## src/rtl/seg7_step_counter_pkg.sv

```systemverilog
// Shared types, glyph table and counter range for the seven-segment step counter.
// Defining SEG7_DECIMAL_EN restricts the counter to 0..9.
package seg7_pkg;

  typedef enum logic [1:0] {IDLE, RUN, LOAD} state_t;

  // Segment order is {g,f,e,d,c,b,a}, active-high.
  localparam logic [6:0] GLYPH_0 = 7'h3F;
  localparam logic [6:0] GLYPH_1 = 7'h06;
  localparam logic [6:0] GLYPH_2 = 7'h5B;
  localparam logic [6:0] GLYPH_3 = 7'h4F;
  localparam logic [6:0] GLYPH_4 = 7'h66;
  localparam logic [6:0] GLYPH_5 = 7'h6D;
  localparam logic [6:0] GLYPH_6 = 7'h7D;
  localparam logic [6:0] GLYPH_7 = 7'h07;
  localparam logic [6:0] GLYPH_8 = 7'h7F;
  localparam logic [6:0] GLYPH_9 = 7'h6F;
  localparam logic [6:0] GLYPH_A = 7'h77;
  localparam logic [6:0] GLYPH_B = 7'h7C;
  localparam logic [6:0] GLYPH_C = 7'h39;
  localparam logic [6:0] GLYPH_D = 7'h5E;
  localparam logic [6:0] GLYPH_E = 7'h79;
  localparam logic [6:0] GLYPH_F = 7'h71;

`ifdef SEG7_DECIMAL_EN
  localparam logic [3:0] VALUE_MAX = 4'd9;
`else
  localparam logic [3:0] VALUE_MAX = 4'd15;
`endif

  function automatic logic [6:0] hex_to_seg(input logic [3:0] v);
    logic [6:0] g;
    case (v)
      4'h0: g = GLYPH_0;
      4'h1: g = GLYPH_1;
      4'h2: g = GLYPH_2;
      4'h3: g = GLYPH_3;
      4'h4: g = GLYPH_4;
      4'h5: g = GLYPH_5;
      4'h6: g = GLYPH_6;
      4'h7: g = GLYPH_7;
      4'h8: g = GLYPH_8;
      4'h9: g = GLYPH_9;
      4'hA: g = GLYPH_A;
      4'hB: g = GLYPH_B;
      4'hC: g = GLYPH_C;
      4'hD: g = GLYPH_D;
      4'hE: g = GLYPH_E;
      default: g = GLYPH_F;
    endcase
    return g;
  endfunction

endpackage

```

## src/rtl/seg7_step_counter_if.sv

```systemverilog
// Switch/divider inputs and display outputs of the step counter, grouped as one bundle.
interface seg7_step_counter_if;
  logic       clk_div;
  logic       run;
  logic       dir;
  logic       load;
  logic [3:0] load_val;
  logic [6:0] seg;
  logic       dp;
  logic [3:0] value;

  modport master (output clk_div, run, dir, load, load_val,
                  input  seg, dp, value);
  modport slave  (input  clk_div, run, dir, load, load_val,
                  output seg, dp, value);
endinterface

```

## src/rtl/seg7_step_counter_encode.sv

```systemverilog
// Registered hex-to-seven-segment encoder; seg trails its input value by one clock.
module seg7_encode
  import seg7_pkg::*;
(
  input  logic       clk,
  input  logic       reset,
  input  logic [3:0] value,
  output logic [6:0] seg
);

  always_ff @(posedge clk or posedge reset) begin
    if (reset) seg <= GLYPH_0;
    else       seg <= hex_to_seg(value);
  end

endmodule

```

## src/rtl/seg7_step_counter.sv

```systemverilog
// Up/down step counter driven by divider ticks, with wrap indicator on dp.
// Optional macro SEG7_DECIMAL_EN limits the range to 0..9 and saturates loads at 9.
module seg7_step_counter
  import seg7_pkg::*;
#(
  parameter int STEP_DIV = 4,
  parameter int DP_HOLD  = 1
) (
  input logic               clk,
  input logic               reset,
  seg7_step_counter_if.slave bus
);

  localparam int             PW       = $clog2(STEP_DIV + 1);
  localparam logic [PW-1:0]  PRE_LAST = PW'(STEP_DIV - 1);
  localparam logic [3:0]     DP_INIT  = 4'(DP_HOLD);

  state_t        state_q, state_d;
  logic          clk_div_q;
  logic [PW-1:0] presc_q;
  logic [3:0]    value_q;
  logic          dp_q;
  logic [3:0]    dp_cnt_q;
  logic [6:0]    seg_w;

  logic          tick;
  logic          stay_run;
  logic          step;
  logic          wrap;
  logic [3:0]    value_next;
  logic [3:0]    load_sat;

  // The divider output is treated as data: a tick is its rising edge seen on clk.
  assign tick = bus.clk_div & ~clk_div_q;

  always_comb begin
    state_d = state_q;
    case (state_q)
      IDLE: begin
        if (bus.load)     state_d = LOAD;
        else if (bus.run) state_d = RUN;
      end
      RUN: begin
        if (bus.load)      state_d = LOAD;
        else if (!bus.run) state_d = IDLE;
      end
      LOAD: begin
        if (!bus.load) state_d = bus.run ? RUN : IDLE;
      end
      default: state_d = IDLE;
    endcase
  end

  // Steps only fire while the FSM stays in RUN, so a load or run drop suppresses them.
  always_comb begin
    stay_run   = (state_q == RUN) && (state_d == RUN);
    step       = stay_run && tick && (presc_q == PRE_LAST);
    wrap       = 1'b0;
    value_next = value_q;
    if (bus.dir) begin
      wrap       = (value_q == 4'd0);
      value_next = wrap ? VALUE_MAX : value_q - 4'd1;
    end else begin
      wrap       = (value_q == VALUE_MAX);
      value_next = wrap ? 4'd0 : value_q + 4'd1;
    end
`ifdef SEG7_DECIMAL_EN
    load_sat = (bus.load_val > VALUE_MAX) ? VALUE_MAX : bus.load_val;
`else
    load_sat = bus.load_val;
`endif
  end

  always_ff @(posedge clk or posedge reset) begin
    if (reset) begin
      clk_div_q <= 1'b0;
      state_q   <= IDLE;
    end else begin
      clk_div_q <= bus.clk_div;
      state_q   <= state_d;
    end
  end

  // Prescaler holds its count through IDLE so a paused run resumes mid-interval.
  always_ff @(posedge clk or posedge reset) begin
    if (reset)                 presc_q <= '0;
    else if (state_d == LOAD)  presc_q <= '0;
    else if (stay_run && tick) presc_q <= (presc_q == PRE_LAST) ? '0 : presc_q + PW'(1);
  end

  always_ff @(posedge clk or posedge reset) begin
    if (reset) begin
      value_q  <= 4'd0;
      dp_q     <= 1'b0;
      dp_cnt_q <= 4'd0;
    end else if (state_d == LOAD) begin
      value_q  <= load_sat;
      dp_q     <= 1'b0;
      dp_cnt_q <= 4'd0;
    end else if (step) begin
      value_q <= value_next;
      if (wrap && step) begin
        dp_q     <= 1'b1;
        dp_cnt_q <= DP_INIT;
      end else if (dp_q) begin
        dp_cnt_q <= dp_cnt_q - 4'd1;
        if (dp_cnt_q == 4'd1) dp_q <= 1'b0;
      end
    end
  end

  seg7_encode u_encode (
    .clk   (clk),
    .reset (reset),
    .value (value_q),
    .seg   (seg_w)
  );

  assign bus.seg   = seg_w;
  assign bus.dp    = dp_q;
  assign bus.value = value_q;

endmodule
```

## src/flat_wrapper.sv

```systemverilog
// flat-port wrapper written by rule: the top's interface ports become plain ports
module seg7_step_counter_flat import seg7_pkg::*;
#(
  parameter int STEP_DIV = 4,
  parameter int DP_HOLD  = 1
)
  (clk, reset, bus_clk_div, bus_run, bus_dir, bus_load, bus_load_val, bus_seg, bus_dp, bus_value);
  seg7_step_counter_if bus_i ();
  input logic clk;
  input logic reset;
  input wire logic [$bits(bus_i.clk_div)-1:0] bus_clk_div;
  input wire logic [$bits(bus_i.run)-1:0] bus_run;
  input wire logic [$bits(bus_i.dir)-1:0] bus_dir;
  input wire logic [$bits(bus_i.load)-1:0] bus_load;
  input wire logic [$bits(bus_i.load_val)-1:0] bus_load_val;
  output wire logic [$bits(bus_i.seg)-1:0] bus_seg;
  output wire logic [$bits(bus_i.dp)-1:0] bus_dp;
  output wire logic [$bits(bus_i.value)-1:0] bus_value;
  assign bus_i.clk_div = bus_clk_div;
  assign bus_i.run = bus_run;
  assign bus_i.dir = bus_dir;
  assign bus_i.load = bus_load;
  assign bus_i.load_val = bus_load_val;
  assign bus_seg = bus_i.seg;
  assign bus_dp = bus_i.dp;
  assign bus_value = bus_i.value;
  seg7_step_counter #(.STEP_DIV(STEP_DIV), .DP_HOLD(DP_HOLD)) u_core (.clk(clk), .reset(reset), .bus(bus_i));
endmodule
```

## config.mk

```make
export PLATFORM = sky130hd
export DESIGN_NAME = seg7_step_counter_flat
export DESIGN_NICKNAME = d
export VERILOG_FILES = /design/src/rtl/seg7_step_counter_pkg.sv /design/src/rtl/seg7_step_counter_if.sv /design/src/rtl/seg7_step_counter_encode.sv /design/src/rtl/seg7_step_counter.sv /design/src/flat_wrapper.sv
export SDC_FILE = /design/constraint.sdc
export NUM_CORES = 1
export LEC_CHECK = 0
export ABC_AREA = 1
export BUFFER_PORTS_ARGS = -buffer_cell sky130_fd_sc_hd__buf_4
export CAP_MARGIN = 0
export CORE_MARGIN = 4
export CORE_UTILIZATION = 40
export DETAILED_ROUTE_END_ITERATION = 10
export SYNTH_ARGS = -nofsm -noshare
export SYNTH_HDL_FRONTEND = slang
export SYNTH_SLANG_ARGS = --single-unit
```

## constraint.sdc

```tcl
create_clock -name clk -period 2.2 [get_ports clk]
set_clock_uncertainty 0.2 [all_clocks]
set_input_delay 0.11 -clock clk [delete_from_list [all_inputs] [get_ports clk]]
set_output_delay 0.11 -clock clk [all_outputs]
set_load 0.005 [all_outputs]
```

==> qor.yml <==
initial_core_util: 0.4238
dpl_worst_slack_ns: 0.3076
htreeDepth: 1
routabilityCongestion: 0.9009
gr-total-overflow: 0
grt_pass1_vias: 1208
hp-class: "input port to flip-flop"
cts_tree: "yes"
final_cell_mix: "nand2_1, buf_4, inv_1, dfrtp_1, nand3_1"
first_iter_violations: 52
io_buffers: 21
crit_buf_inv: 4
drc: 0
synthesis.nets: 189
ys_ff_latch: 22
cts_made_buffers: 3
cts_max_path_buffers: 2
grt_max_degree: 23
yosysTopAreaCell: "dfrtp_1"
clockRootBuffer: "clkbuf_4"
slew_violations: 0
dr_total_vias: 1204
crit_fanout: 7
final_nets: 222
crit_arrival_ns: 2.09
yosysWarnings: 0
stdcell_area_um2: 1755
totalWireLength_um: 3110
area_growth_pct: 21.26
startpoint_type: "input port"
drtAntennaViolNets: 0
crit_family: "buffers and inverters"
dp.cells: 232
fmax_mhz: 479.7
peakVddDrop_v: 0.0003679
powerDensity_nw_per_um2: 709.4
power_leakage_nw: 0.8797
placement_rows: 21
grt_use_total: 0.1520
hp-start: "bus_clk_div"
clk_latency_ns: 0.31
yosysSeqAreaShare: 0.3855
drv_cap: 0
final_common_cell: "nand2_1"
avgRoutedWirePerCell_um: 12.64
finalSetupViolations: 0
cpMaxStageDelayCell: "dlygate4sd3_1"
period_share: 0.9475
crit_type: "input port to flip-flop"
clkSlewWorstSetupHoldPaths_ns: 0.13
finalPower_mw: 1.245
crit_top_cell: "dlygate4sd3_1"
postPlaceCellArea_um2: 1629
antenna_found_initial: 0
fin_util: 0.5139
antenna_cells: 0
rsz0062_at_grt: "false"
worst_pin_slew_ns: 0.8431
r2r_start: "u_core.bus.value[0]"
holdWs_ns: 0.2486
cts_sinks: 22
drive_above_1_share: 0.2750
crit_required_ns: 2.21
dieHeight_um: 68.16
synth.distinct_cells: 33
stdcell_count: 246
setup_tns_ns: 0
syn_inst: 168
synth_top_area_frac: 0.2766
die_w_um: 68.16
max_stage_delay_ns: 0.58
crit_path_end_kind: "flip-flop"
first_pass_iters: 5
synth_area_leaders: "dfrtp_1, dfstp_2, ha_1, nand2_1, inv_1"
setup_ws_ns: 0.1154
avgSynthCellArea_um2: 8.617
max-slew-margin-rel: 0.4373
synth_area_um2: 1448
dpl.hpwl_um: 2337
grt_pass1_wl_um: 5375
boundaryPins: 22
path_cells: "dlygate4sd3_1 > buf_4 > inv_2 > nand2_2 > dlygate4sd3_1 > nor2_4 > nand3_2 > nand2_4 > o21ai_4 > nand2_1 > o21ai_1"
via_per_inst: 4.894
outcome: "completed"
crit_path_start: "bus_load"
die-area_um2: 4646
core_um2: 3416
hold_viol: 0
min_period_ns: 2.085
==> power breakdown <==
group,switching [mW],internal [mW],total [mW]
clock,0.125,0.0707,0.195
sequential,0.0818,0.505,0.586
combinational,0.242,0.221,0.464
==> synth_stat cells (all sizes together) <==
cell type and count:
a21oi 4, nand4 3, nand3 17, buf 3, or2 3, nand3b 1
xor2 3, a32oi 1, dfrtp 16, o211ai 4, nor2 14, a22oi 1
o2111ai 1, dfstp 6, a31oi 2, o311ai 1, nor3 1, nand2 40
o21ai 10, ha 11, inv 26
==> logic make-up (layout without fill, tap and decap cells) <==
group	after synthesis	after routing	synth area share
AOI/OAI and AO/OA	24	24	0.1201
DFF	22	22	0.3855
xor gates and xnor gates	3	3	0.01815
adders and majority gates	11	11	0.09507
buffers and inverters	29	61	0.09075
and+or+nand+nor	79	79	0.2904
==> routing by layer <==
metal | GRT usage | up-vias | wire length (um)
li1 | - | 608 | -
met4 | 0.05707 | 0 | 34
met1 | 0.1898 | 558 | 1449
met3 | 0.01970 | 4 | 144
met5 | 0 | - | 0
met2 | 0.2647 | 34 | 1482
==> registers in the layout, summed over array words and instances (netlist names) <==
signal	count
u_core.state_q	2
u_core.presc_q	3
u_core.bus.value	4
u_core.clk_div_q	1
u_core.dp_cnt_q	4
u_core.u_encode.seg	7
u_core.bus.dp	1
==> worst register-to-register path, cell delays in order, from the launching register on <==
cell	delay, ns
dfrtp_1	0.49
inv_1	0.20
ha_1	0.34
ha_1	0.28
nand2_1	0.06
nand4_1	0.09
o21ai_0	0.10
o21ai_1	0.08
==> layout make-up <==
cell class	instances	area [um^2]
fill	334	1660
multi-input combinational	117	758.2
sequential	22	558.0
timing repair buffer	31	257.7
inverter	26	97.59
tap	46	57.56
clock buffer	4	26.28
==> repair_timing <==
item	CTS	global route
setup buffers	0	0
endpoints found under the hold margin	23	0
hold buffers	10	0
gates resized for setup	0	0
==> final timing paths <==
kind                                                to  slack (ns)  depth (start not counted)
worst min-delay path                  u_core.clk_div_q        0.25                          2
worst min register to register      u_core.dp_cnt_q[1]        0.32                          2
worst max-delay path                u_core.dp_cnt_q[1]        0.12                         11
min in group asynchronous            u_core.state_q[0]        0.32                          3
max in group asynchronous       u_core.u_encode.seg[6]        0.95                          3
worst max register to register     u_core.bus.value[2]        0.26                          7
No activity file was read; power rests on OpenSTA's default activity.
